**src/rtl/sensor_error_monitor.sv**
```systemverilog
// Debounces the registered sensor error flag into a latched, acknowledgeable alarm
// and keeps a saturating count of confirmed fault episodes.
module sensor_error_monitor #(
    parameter int DEBOUNCE  = 4,
    parameter int CNT_WIDTH = 8
) (
    input  logic                 clk,
    input  logic                 rst,
    input  logic                 error_in,
    input  logic                 ack,
    input  logic                 clr_count,
    output logic                 alarm,
    output logic [CNT_WIDTH-1:0] fault_count,
    output logic                 count_sat
);

    typedef enum logic [1:0] {
        ST_IDLE    = 2'd0,
        ST_QUALIFY = 2'd1,
        ST_ALARM   = 2'd2,
        ST_HOLD    = 2'd3
    } state_t;

    localparam logic [7:0]           RUN_LAST = 8'(DEBOUNCE - 1);
    localparam logic [CNT_WIDTH-1:0] CNT_MAX  = {CNT_WIDTH{1'b1}};
    localparam logic [CNT_WIDTH-1:0] CNT_ONE  = CNT_WIDTH'(1'b1);

    state_t                 state_q, state_d;
    logic                   error_s_q;
    logic [7:0]             run_cnt_q, run_cnt_d;
    logic                   alarm_q, alarm_d;
    logic [CNT_WIDTH-1:0]   count_q, count_d;
    logic                   sat_q, sat_d;
    logic                   enter_alarm_s;

    // Episode FSM: qualifies runs of error_s and tracks the alarm/ack handshake.
    always_comb begin
        state_d       = state_q;
        run_cnt_d     = run_cnt_q;
        enter_alarm_s = 1'b0;
        case (state_q)
            ST_IDLE: begin
                run_cnt_d = 8'd0;
                if (error_s_q) begin
                    if (DEBOUNCE == 1) begin
                        state_d       = ST_ALARM;
                        enter_alarm_s = 1'b1;
                    end else begin
                        state_d   = ST_QUALIFY;
                        run_cnt_d = 8'd1;
                    end
                end else begin
                    state_d = ST_IDLE;
                end
            end
            ST_QUALIFY: begin
                if (!error_s_q) begin
                    state_d   = ST_IDLE;
                    run_cnt_d = 8'd0;
                end else if (run_cnt_q == RUN_LAST) begin
                    state_d       = ST_ALARM;
                    run_cnt_d     = 8'd0;
                    enter_alarm_s = 1'b1;
                end else begin
                    run_cnt_d = run_cnt_q + 8'd1;
                end
            end
            ST_ALARM: begin
                if (ack) begin
                    state_d = error_s_q ? ST_HOLD : ST_IDLE;
                end else begin
                    state_d = ST_ALARM;
                end
            end
            ST_HOLD: begin
                if (!error_s_q) begin
                    state_d = ST_IDLE;
                end else begin
                    state_d = ST_HOLD;
                end
            end
            default: begin
                state_d   = ST_IDLE;
                run_cnt_d = 8'd0;
            end
        endcase
        alarm_d = (state_d == ST_ALARM);
    end

    // Episode counter; a clear on the same edge as an alarm entry still counts that entry.
    always_comb begin
        count_d = count_q;
        sat_d   = sat_q;
        if (clr_count) begin
            count_d = enter_alarm_s ? CNT_ONE : {CNT_WIDTH{1'b0}};
            sat_d   = 1'b0;
        end else if (enter_alarm_s) begin
            if (count_q == CNT_MAX) begin
                count_d = count_q;
                sat_d   = 1'b1;
            end else begin
                count_d = count_q + CNT_ONE;
                sat_d   = sat_q | ((count_q + CNT_ONE) == CNT_MAX);
            end
        end else begin
            count_d = count_q;
            sat_d   = sat_q;
        end
    end

    // State and output registers with synchronous reset taking priority.
    always_ff @(posedge clk) begin
        if (rst) begin
            state_q   <= ST_IDLE;
            error_s_q <= 1'b0;
            run_cnt_q <= 8'd0;
            alarm_q   <= 1'b0;
            count_q   <= {CNT_WIDTH{1'b0}};
            sat_q     <= 1'b0;
        end else begin
            state_q   <= state_d;
            error_s_q <= error_in;
            run_cnt_q <= run_cnt_d;
            alarm_q   <= alarm_d;
            count_q   <= count_d;
            sat_q     <= sat_d;
        end
    end

    assign alarm       = alarm_q;
    assign fault_count = count_q;
    assign count_sat   = sat_q;

endmodule

```
**config.mk**
```make
export PLATFORM = sky130hd
export DESIGN_NAME = sensor_error_monitor
export DESIGN_NICKNAME = d
export VERILOG_FILES = /design/src/rtl/sensor_error_monitor.sv
export SDC_FILE = /design/constraint.sdc
export NUM_CORES = 1
export LEC_CHECK = 0
export CELL_PAD_IN_SITES_DETAIL_PLACEMENT = 1
export CELL_PAD_IN_SITES_GLOBAL_PLACEMENT = 1
export CORE_ASPECT_RATIO = 1.2
export CORE_UTILIZATION = 30
export DETAILED_ROUTE_END_ITERATION = 12
export GPL_TIMING_DRIVEN = 0
export HOLD_SLACK_MARGIN = 0.1
export PLACE_DENSITY = 0.68
export SKIP_CTS_REPAIR_TIMING = 1
export SLEW_MARGIN = 20
export SYNTH_ARGS = -nofsm -noshare
export SYNTH_HDL_FRONTEND = slang
export SYNTH_SLANG_ARGS = --single-unit
```
**constraint.sdc**
```tcl
create_clock -name clk -period 2.4 [get_ports clk]
set_clock_uncertainty 0.1 [all_clocks]
set_input_delay 0.48 -clock clk [delete_from_list [all_inputs] [get_ports clk]]
set_output_delay 0.48 -clock clk [all_outputs]
set_load 0.005 [all_outputs]
```
[Yosys cells after proc, flatten, opt, wreduce, memory -nomap -nowiden]
Cells that the tools add are included.
Operators by class
  add/sub/neg operators: 2
  equal/unequal tests: 8
  muxes and demuxes: 18
  bitwise logic cells: 1
  reduce and logical (&&, ||, !) cells: 5
Operator list (count)
  8-bit 2-to-1 mux: 5
  8-bit by 1-bit adder with 8-bit output, second input constant: 2
  8-bit == test, second input constant: 2
  8-bit one-hot mux with 2 select lines: 1
  8-bit by 2-bit == test with 1-bit output, second input constant: 1
  2-bit 2-to-1 mux: 4
  2-bit one-hot mux with 4 select lines: 1
  1-bit 2-to-1 mux: 7
  2-bit == test, second input constant: 3
  2-bit nonzero test: 2
  2-bit by 1-bit == test with 1-bit output, second input constant: 1
  2-bit logical NOT: 1
  2-bit inequality test, second input constant: 1
  2-bit AND reduction: 1
  2-bit OR reduction: 1
  1-bit bitwise OR: 1
Word-level totals
  bits in registers: 21
  input port bits: 5
  output and inout port bits: 10
  logic and storage cells: 40

[Depth between registers and ports, before layout]
Gate-level depths: netlist of the first run.
  depth in word-level cells: 6
  depth in mapped cells: 6
  gate-level depth less buffers: 6

[Least setup slack after synthesis of the first run]
No wires, ideal clock.
  path kind: register -> register
  start point: register count_q[0] (netlist: fault_count[0])
  end point: register count_q[5] (netlist: fault_count[5])
  arrival: 1676 ps
  data required time: 2230 ps
  path slack: 554 ps
  cell stages (with the launch flop): 7
  path buffers: 1
  period minus slack after synthesis: 1846 ps
  cells stage by stage: dfxtp_1 -> ha_1 -> and3_2 -> and3_2 -> buf_6 -> or4_1 -> a21oi_1
Between the ends
  cells in the longest elaborated chain, start to end: 4
Ends and longest elaborated chain
  start: declaration: line 32  | logic [CNT_WIDTH-1:0] count_q, count_d;
  start signal: assignment: line 118  | count_q <= {CNT_WIDTH{1'b0}};
  start signal: assignment: line 125  | count_q <= count_d;
  8-bit by 1-bit adder with 8-bit output: line 102  | count_d = count_q + CNT_ONE;
  8-bit 2-to-1 mux: line 98  | if (count_q == CNT_MAX) begin
  8-bit 2-to-1 mux: line 97  | end else if (enter_alarm_s) begin
  8-bit 2-to-1 mux: line 94  | if (clr_count) begin
Parallel ways exist; a longest one is shown, timed or not. The select of a mux whose other input is x is not followed.
A chain may end at the register's enable or synchronous reset.

[Worst setup path in the final report of the first run]
  start point: register run_cnt_q[0]
  end point: register count_q[3] (netlist: fault_count[3])
Between the ends
  cells in the longest elaborated chain, start to end: 6
Ends and longest elaborated chain
  start: declaration: line 30  | logic [7:0] run_cnt_q, run_cnt_d;
  start signal: assignment: line 123  | run_cnt_q <= run_cnt_d;
  8-bit by 2-bit == test with 1-bit output: line 60  | end else if (run_cnt_q == RUN_LAST) begin
  1-bit 2-to-1 mux: line 60
  1-bit 2-to-1 mux: line 57  | if (!error_s_q) begin
  1-bit 2-to-1 mux: line 41  | case (state_q)
  2-bit nonzero test (no line)
  2-bit AND reduction (no line)
No other way between the ends.

==> impl_metrics.yaml, run 1 <==
synth:
  syn-instance-count: 135
  synth.area.top_cells: "dfxtp_1 37%, a21oi_1 7.9%, o31ai_1 4.0%"
  synth_seq_area_share_pct: 36.9
  ys_types: 36
  ys_ff_latch: 21
  yosys_warnings: 0
  syn-num-nets: 143
  synth_area_um2: 1140
  syn_avg_cell_area_um2: 8.44
  synth_top_area_cell: "dfxtp_1"
  synth_top_area_share_pct: 36.9
timing:
  max-slew-margin-rel_pct: 62.5
  tightestPinTransition_ns: 0.563
  tns_ns: 0
  setup_viol: 0
  finalCriticalPeriod_ns: 2.04
  fmaxAchievable_mhz: 490
  slew_violations: 0
  fin_crit_sh_pct: 85.1
  rsz0062_at_grt: "false"
  hold_violations: 0
grt:
  grt_pass1_vias: 1016
  grt_pass1_wl_mm: 4.92
  track_usage_pct: 15.7
  grt_max_degree: 13
  antenna_found_initial: 0
  grt_overflow_total: 0
worst_setup_path:
  cp-end-kind: "flip-flop"
  crit_required_ns: 2.51
  slowest_stage: "or4_1"
  crit_fanout: 6
  critPathMaxStageDelay_ns: 0.52
  startpoint_type: "flip-flop"
  crit_type: "reg -> reg"
  crit_chain: "ha_1 > nor4b_4 > nand3_4 > or4_1 > a21oi_1"
  cp_data_arrival_time_ns: 2.15
pwr:
  intPower_mw: 0.477
  power_frac_seq_pct: 56.8
  p_clk_share_pct: 39.6
  p_leak_nw: 0.425
  switching_power_mw: 0.144
  combPwrFrac_pct: 3.6
  swShare_pct: 23.2
  p_per_area_nw_per_um2: 447
  vdd_drop_max_mv: 0.215
clocking:
  clockBufferDepth: 2
  clock_latency_ns: 0.27
  cts.htree.levels: 1
  cts-root-buf: "clkbuf_8"
  path_clk_slew_ns: 0.08
  numCtsBuffers: 3
  numClockSinks: 21
  cts_tree: "yes"
placed_design:
  dp.cells: 201
  portBuffers: 14
  gp_congestion: 0.763
  dp_hpwl_mm: 2.07
routing:
  first_pass_iters: 4
  routedWlPerCell_um: 13.9
  drt-total-wl_mm: 2.84
  drt_iter0_markers: 31
  drtAntennaViolNets: 0
  drc_errors: 0
  vias_per_cell: 5.38
  routed-via-count: 1102
finish:
  syn2layout_area_growth_pct: 22.1
  seqCellArea_um2: 420
  drive_gt1_share_pct: 13.1
  filler_cell_count: 443
  instances_no_fill: 205
  diodes: 0
  fin_nets: 162
  multi_input_area_um2: 649
worst_hold_path:
  hold_class: "reg -> reg"
floorplan:
  core_area_um2: 3630
  dieHeight_um: 69.5
  num_rows: 24
  fp.dieW_um: 58.3
  start_util_pct: 31.4
  die-area_um2: 4050
  io_pins: 15
status:
  status: "complete, no violations"
job:
  maxCapViolations: 0
==> placed cells by master, fill, tap and decap left out, types with 2 or more instances in the layout <==
cell type and count:
a21oi_1 18, a311oi_1 3, a31oi_1 4, and3_2 4, buf_6 2, clkbuf_1 2, clkbuf_8 4, clkdlybuf4s50_1 14
dfxtp_1 21, ha_1 3, inv_1 5, nand2_1 11, nand3_1 7, nand3b_1 3, nand4_1 4, nor2_1 9
nor2b_1 2, nor3_1 2, o21ai_0 7, o31ai_1 6, or3_2 3, or4_1 2, xnor2_1 2
==> flip-flops by register name (all words and copies together) (netlist names) <==
name         cells
alarm            1
count_sat        1
error_s_q        1
fault_count      8
run_cnt_q        8
state_q          2
==> synthesized netlist by cell type, drive strengths merged <==
master   n
dfxtp   21
a21oi   18
nand2   11
nor2     9
nand3    8
o21ai    7
o31ai    6
and3     5
inv      5
a31oi    4
nand4    4
or3      4
a311oi   3
buf      3
clkbuf   3
ha       3
nand3b   3
nor3     3
nor2b    2
or4      2
xnor2    2
a22oi    1
and3b    1
and4     1
nor3b    1
nor4b    1
o211ai   1
o21a     1
o22ai    1
or2      1
==> power by group through the flow <==
| stage | sequential [mW] | combinational (mW) | clock (mW) |
|---|---|---|---|
| after floorplan | 0.361 | 0.0114 | 0 |
| after global placement | 0.361 | 0.0223 | 0 |
| after detailed placement | 0.361 | 0.0229 | 0 |
| after CTS | 0.353 | 0.0231 | 0.254 |
| after global routing | 0.354 | 0.0254 | 0.264 |
| final | 0.353 | 0.0225 | 0.246 |
==> worst paths after layout <==
check                                          startpoint                           to  slack [ns]  depth (start not counted)
worst min-delay path            run_cnt_q[0]$_SDFFE_PP0P_    run_cnt_q[0]$_SDFFE_PP0P_        0.41                          2
worst max-delay path            run_cnt_q[0]$_SDFFE_PP0P_  fault_count[3]$_SDFFE_PP0P_        0.36                          5
worst min register to register  run_cnt_q[0]$_SDFFE_PP0P_    run_cnt_q[0]$_SDFFE_PP0P_        0.41                          2
worst max register to register  run_cnt_q[0]$_SDFFE_PP0P_  fault_count[3]$_SDFFE_PP0P_        0.36                          5
==> layer usage <==
metal / global-route usage (%) / part of all wire [%]
met5: 0 / 0
met4: 7.94 / 2.2
met3: 2.24 / 1.6
met2: 24.3 / 46
met1: 21.1 / 50
==> per-stage QoR <==
stage / util (%) / power [mW] / hold WS [ns] / setup WS, ns / area, um2
3_5_place_dp: 37.0 / 0.384 / 0.402 / 0.363 / 1350
2_1_floorplan: - / 0.372 / 0.366 / 0.554 / 1140
6_report: 38.3 / 0.622 / 0.405 / 0.358 / 1390
5_1_grt: 38.3 / 0.643 / 0.447 / 0.193 / 1390
4_1_cts: 38.3 / 0.631 / 0.415 / 0.337 / 1390
3_3_place_gp: 37.0 / 0.384 / 0.382 / 0.391 / 1350
==> final cells by class <==
cell class	count	area share, %
multi-input combinational	103	46.7
buffer	6	3.69
sequential	21	30.2
timing repair buffer	14	10.1
clock inverter	1	0.360
clock buffer	3	2.97
inverter	5	1.35
tap	52	4.68
==> worst max-delay path, delay by kind of cell (launching register included) <==
| family | cells | cell delay [ns] |
|---|---|---|
| and+or+nand+nor | 3 | 1.11 |
| DFF | 1 | 0.38 |
| adders and majority gates | 1 | 0.24 |
| AOI/OAI and AO/OA | 1 | 0.14 |
==> logic make-up (layout without fill, tap and decap cells) <==
| logic type | after synthesis | after routing | share of synthesized area, % |
|---|---|---|---|
| buf+inv | 11 | 29 | 6.15 |
| fa+ha+maj | 3 | 3 | 3.29 |
| simple gates | 56 | 56 | 30.2 |
| xor+xnor | 2 | 2 | 1.54 |
| flops | 21 | 21 | 36.9 |
| compound gates | 42 | 42 | 22.0 |
Note: power is estimated with default switching activity, not from simulation.
==> run 2, diff against run 1 <==
GPL_ROUTABILITY_DRIVEN = 0   (was default)
SLEW_MARGIN = default   (was 20)
clock period = 2 ns   (was 2.4 ns; I/O delays follow)
==> impl_metrics.yaml, run 2 (synthesis gave the netlist of run 1 again) <==
clocking:
  numClockSinks: 21
  cts_tree: "yes"
  clock_latency_ns: 0.27
  cts-root-buf: "clkbuf_8"
  numCtsBuffers: 3
  path_clk_slew_ns: 0.08
  cts.htree.levels: 1
  clockBufferDepth: 2
worst_setup_path:
  path_buf_inv: 1
  crit_chain: "ha_1 > and3_2 > and3_2 > buf_6 > or4_1 > a21oi_1"
  slowest_stage: "or4_1"
  r2r_slack_ns: 0.08
  cp-end-kind: "flip-flop"
  worst-path-stages: 6
  cp_data_arrival_time_ns: 2.03
  critPathTopFamily: "simple AND/OR/NAND/NOR gates"
  crit_fanout: 10
  critPathMaxStageDelay_ns: 0.46
  reg2regPathDepth: 6
  crit_top_cell: "and3_2"
  startpoint_type: "flip-flop"
  worstReg2RegStart: "fault_count[0]$_SDFFE_PP0P_"
  startpoint: "fault_count[0]$_SDFFE_PP0P_"
  crit_end: "fault_count[5]$_SDFFE_PP0P_"
  reg2reg_to: "fault_count[5]$_SDFFE_PP0P_"
  crit_required_ns: 2.11
  crit_type: "reg -> reg"
routing:
  drtAntennaViolNets: 0
  routedWlPerCell_um: 14.0
  routed-via-count: 1088
  vias_per_cell: 5.28
  drt-total-wl_mm: 2.89
  drc_errors: 0
  first_pass_iters: 3
  drt_iter0_markers: 32
timing:
  tns_ns: 0
  tightestPinTransition_ns: 0.553
  hold_violations: 0
  fmaxAchievable_mhz: 520
  setup_viol: 0
  fin_crit_sh_pct: 96.2
  finalCriticalPeriod_ns: 1.92
  max-slew-margin-rel_pct: 63.1
  slew_violations: 0
  rsz0062_at_grt: "false"
floorplan:
  start_util_pct: 31.4
  core_area_um2: 3630
  die-area_um2: 4050
  dieHeight_um: 69.5
  num_rows: 24
  fp.dieW_um: 58.3
  io_pins: 15
pwr:
  p_per_area_nw_per_um2: 524
  finalPower_mw: 0.745
  p_leak_nw: 0.434
  vdd_drop_max_mv: 0.257
placed_design:
  dp.cells: 201
  portBuffers: 14
  placed_cell_area_um2: 1350
  dp_hpwl_mm: 2.07
grt:
  use_met1_pct: 21.1
  grt.busiest_layer: "met2"
  grt_pass1_vias: 1016
  met2_usage_pct: 24.3
  grt_pass1_wl_mm: 4.92
  grt_max_degree: 13
  track_usage_pct: 15.7
  grt_overflow_total: 0
  antenna_found_initial: 0
  grt_use_met3_pct: 2.24
finish:
  drive_gt1_share_pct: 16.9
  syn2layout_area_growth_pct: 24.8
  diodes: 0
  final_common_cell: "a21oi_1"
  final_area_um2: 1420
  instances_no_fill: 206
  fin_nets: 163
  final_cell_mix: "18 x a21oi_1, 17 x dfxtp_1, 14 x clkdlybuf4s50_1, 11 x nand2_1, 9 x nor2_1"
worst_hold_path:
  hold_class: "reg -> reg"
job:
  maxCapViolations: 0
status:
  status: "complete, no violations"
## run 2: cell count changes in the layout (fill, tap and decap cells not counted)
cell     before  now
nor3_4        0    1
buf_4         1    2
nor3_2        1    0
ha_4          0    1
dfxtp_1      21   17
ha_1          3    2
dfxtp_2       0    4
## run 2: how the worst min path moves through the flow
| stage | depth (start not counted) | start | to |
|---|---|---|---|
| final | 2 | run_cnt_q[0]$_SDFFE_PP0P_ | run_cnt_q[0]$_SDFFE_PP0P_ |
| after global routing | 2 | run_cnt_q[0]$_SDFFE_PP0P_ | run_cnt_q[0]$_SDFFE_PP0P_ |
| after CTS | 2 | run_cnt_q[0]$_SDFFE_PP0P_ | run_cnt_q[0]$_SDFFE_PP0P_ |
| after detailed placement | 2 | run_cnt_q[0]$_SDFFE_PP0P_ | run_cnt_q[0]$_SDFFE_PP0P_ |
| after global placement | 2 | run_cnt_q[0]$_SDFFE_PP0P_ | run_cnt_q[0]$_SDFFE_PP0P_ |
| after floorplan | 2 | run_cnt_q[0]$_SDFFE_PP0P_ | run_cnt_q[0]$_SDFFE_PP0P_ |
## run 2: routing by layer
| layer | routed length (um) | share of wire, % |
|---|---|---|
| met5 | 0 | 0 |
| met2 | 1350 | 47 |
| met3 | 45 | 1.6 |
| met1 | 1430 | 49 |
| met4 | 63 | 2.2 |
## run 2: stage by stage
step	util, %	worst slack, ns	hold WS, ns
floorplan	-	0.154	0.366
global placement	37.0	-0.00888	0.382
detailed placement	37.0	-0.0368	0.402
CTS	38.3	-0.0634	0.415
global route	39.2	0.0137	0.446
finish	39.2	0.0769	0.404
## run 2: area by class of cell
class                           count  area, um2
Multi-Input combinational cell    103        668
Buffer                              6       51.3
Inverter                            5       18.8
Timing Repair Buffer               15        148
Tap cell                           52       65.1
Clock inverter                      1       5.00
Fill cell                         437       2210
Clock buffer                        3       41.3
Sequential cell                    21        425
## run 2: power by group
part / internal, mW / switching (mW) / total (mW)
clock network: 0.139 / 0.154 / 0.293
logic: 0.0133 / 0.0139 / 0.0272
registers: 0.421 / 0.00380 / 0.424
total: 0.573 / 0.172 / 0.745
## run 2: worst min-delay path: stages (launching register included)
cell and delay (ns):
dfxtp_2 0.35, nand2_1 0.06, a21oi_1 0.06
==> run 3, diff against run 2 <==
DONT_BUFFER_PORTS = 1   (was default)
PLACE_DENSITY = 0.61   (was 0.68)
==> impl_metrics.yaml, run 3 (synthesis gave the netlist of run 1 again) <==
placed_design:
  portBuffers: 0
  dp_hpwl_mm: 2.11
  dp.cells: 187
  dp_slack_ns: -0.0759
  placed_cell_area_um2: 1200
timing:
  fmaxAchievable_mhz: 518
  slew_violations: 0
  tightestPinTransition_ns: 0.595
  max-slew-margin-rel_pct: 60.3
  finalCriticalPeriod_ns: 1.93
  rsz0062_at_grt: "true"
  holdWs_ns: 0.126
  fin_crit_sh_pct: 96.6
  tns_ns: 0
  hold_violations: 0
  setup_viol: 0
  fin_ws_ns: 0.0683
finish:
  multi_input_area_um2: 668
  final_area_um2: 1290
  fin_nets: 150
  drive_gt1_share_pct: 17.7
  instances_no_fill: 193
  final_common_cell: "a21oi_1"
  final_cell_mix: "18 x a21oi_1, 17 x dfxtp_1, 11 x nand2_1, 9 x nor2_1"
  filler_cell_count: 455
  final_core_utilization_pct: 35.5
  diodes: 0
  seqCellArea_um2: 425
  syn2layout_area_growth_pct: 13.3
worst_setup_path:
  crit_required_ns: 2.10
  cp_data_arrival_time_ns: 2.03
  path_buf_inv: 1
  startpoint_type: "flip-flop"
  crit_top_cell: "and3_2"
  cp-end-kind: "flip-flop"
  crit_type: "reg -> reg"
  critPathTopFamily: "simple AND/OR/NAND/NOR gates"
  crit_fanout: 10
  critPathMaxStageDelay_ns: 0.46
  slowest_stage: "or4_1"
  crit_chain: "ha_1 > and3_2 > and3_2 > buf_6 > or4_1 > a21oi_1"
routing:
  routedWlPerCell_um: 14.7
  top_layer: "met4"
  routed-via-count: 1037
  m1WireLength_mm: 1.20
  drt-total-wl_mm: 2.84
  drc_errors: 0
  drtAntennaViolNets: 0
  first_pass_iters: 4
  route.met2.wl_mm: 1.51
  vias_per_cell: 5.37
  drt_iter0_markers: 13
  wl_met3_um: 88
floorplan:
  dieHeight_um: 69.5
  die-area_um2: 4050
  core_area_um2: 3630
  io_pins: 15
  start_util_pct: 31.4
  fp.dieW_um: 58.3
  num_rows: 24
clocking:
  cts-root-buf: "clkbuf_8"
  cts.htree.levels: 1
  numClockSinks: 21
  cts_tree: "yes"
  numCtsBuffers: 3
  clock_latency_ns: 0.26
  path_clk_slew_ns: 0.08
  clockBufferDepth: 2
pwr:
  vdd_drop_max_mv: 0.250
  p_per_area_nw_per_um2: 562
  p_leak_nw: 0.386
  finalPower_mw: 0.725
grt:
  grt_pass1_vias: 1084
  grt_overflow_total: 0
  antenna_found_initial: 0
  track_usage_pct: 15.3
  grt_max_degree: 12
  grt_pass1_wl_mm: 4.83
worst_hold_path:
  hold_class: "in -> reg"
job:
  maxCapViolations: 0
status:
  status: "complete, no violations"
[run 3: power by group]
group	leakage, nW	internal, mW	switching, mW
Combinational	0.192	0.00801	0.0116
Sequential	0.172	0.421	0.00382
Clock	0.0228	0.142	0.140
[run 3: final timing paths]
check	from	end	slack [ns]	cells after the start
worst max-delay path	fault_count[0]$_SDFFE_PP0P_	fault_count[5]$_SDFFE_PP0P_	0.07	6
worst min-delay path	rst	fault_count[0]$_SDFFE_PP0P_	0.13	1
worst max register to register	fault_count[0]$_SDFFE_PP0P_	fault_count[5]$_SDFFE_PP0P_	0.07	6
worst min register to register	run_cnt_q[0]$_SDFFE_PP0P_	run_cnt_q[0]$_SDFFE_PP0P_	0.41	2
[run 3: area by class of cell]
| class | instances | share of cell area, % |
|---|---|---|
| sequential | 21 | 32.9 |
| clock buffer | 4 | 3.49 |
| buffer | 6 | 3.97 |
| multi-input combinational | 103 | 51.7 |
| timing repair buffer | 2 | 1.36 |
| inverter | 5 | 1.45 |
| tap | 52 | 5.04 |
[run 3: metal layers]
metal / up-vias / GRT usage [%]
met1: 505 / 16.7
met3: 4 / 3.17
met4: 0 / 6.35
met5: - / 0
met2: 13 / 27.7
li1: 515 / -
[run 3: worst reg2reg max path, stage by stage (launching register included)]
cell and delay [ns]:
dfxtp_2 0.36, ha_1 0.23, and3_2 0.23, and3_2 0.21, buf_6 0.14, or4_1 0.46
a21oi_1 0.14
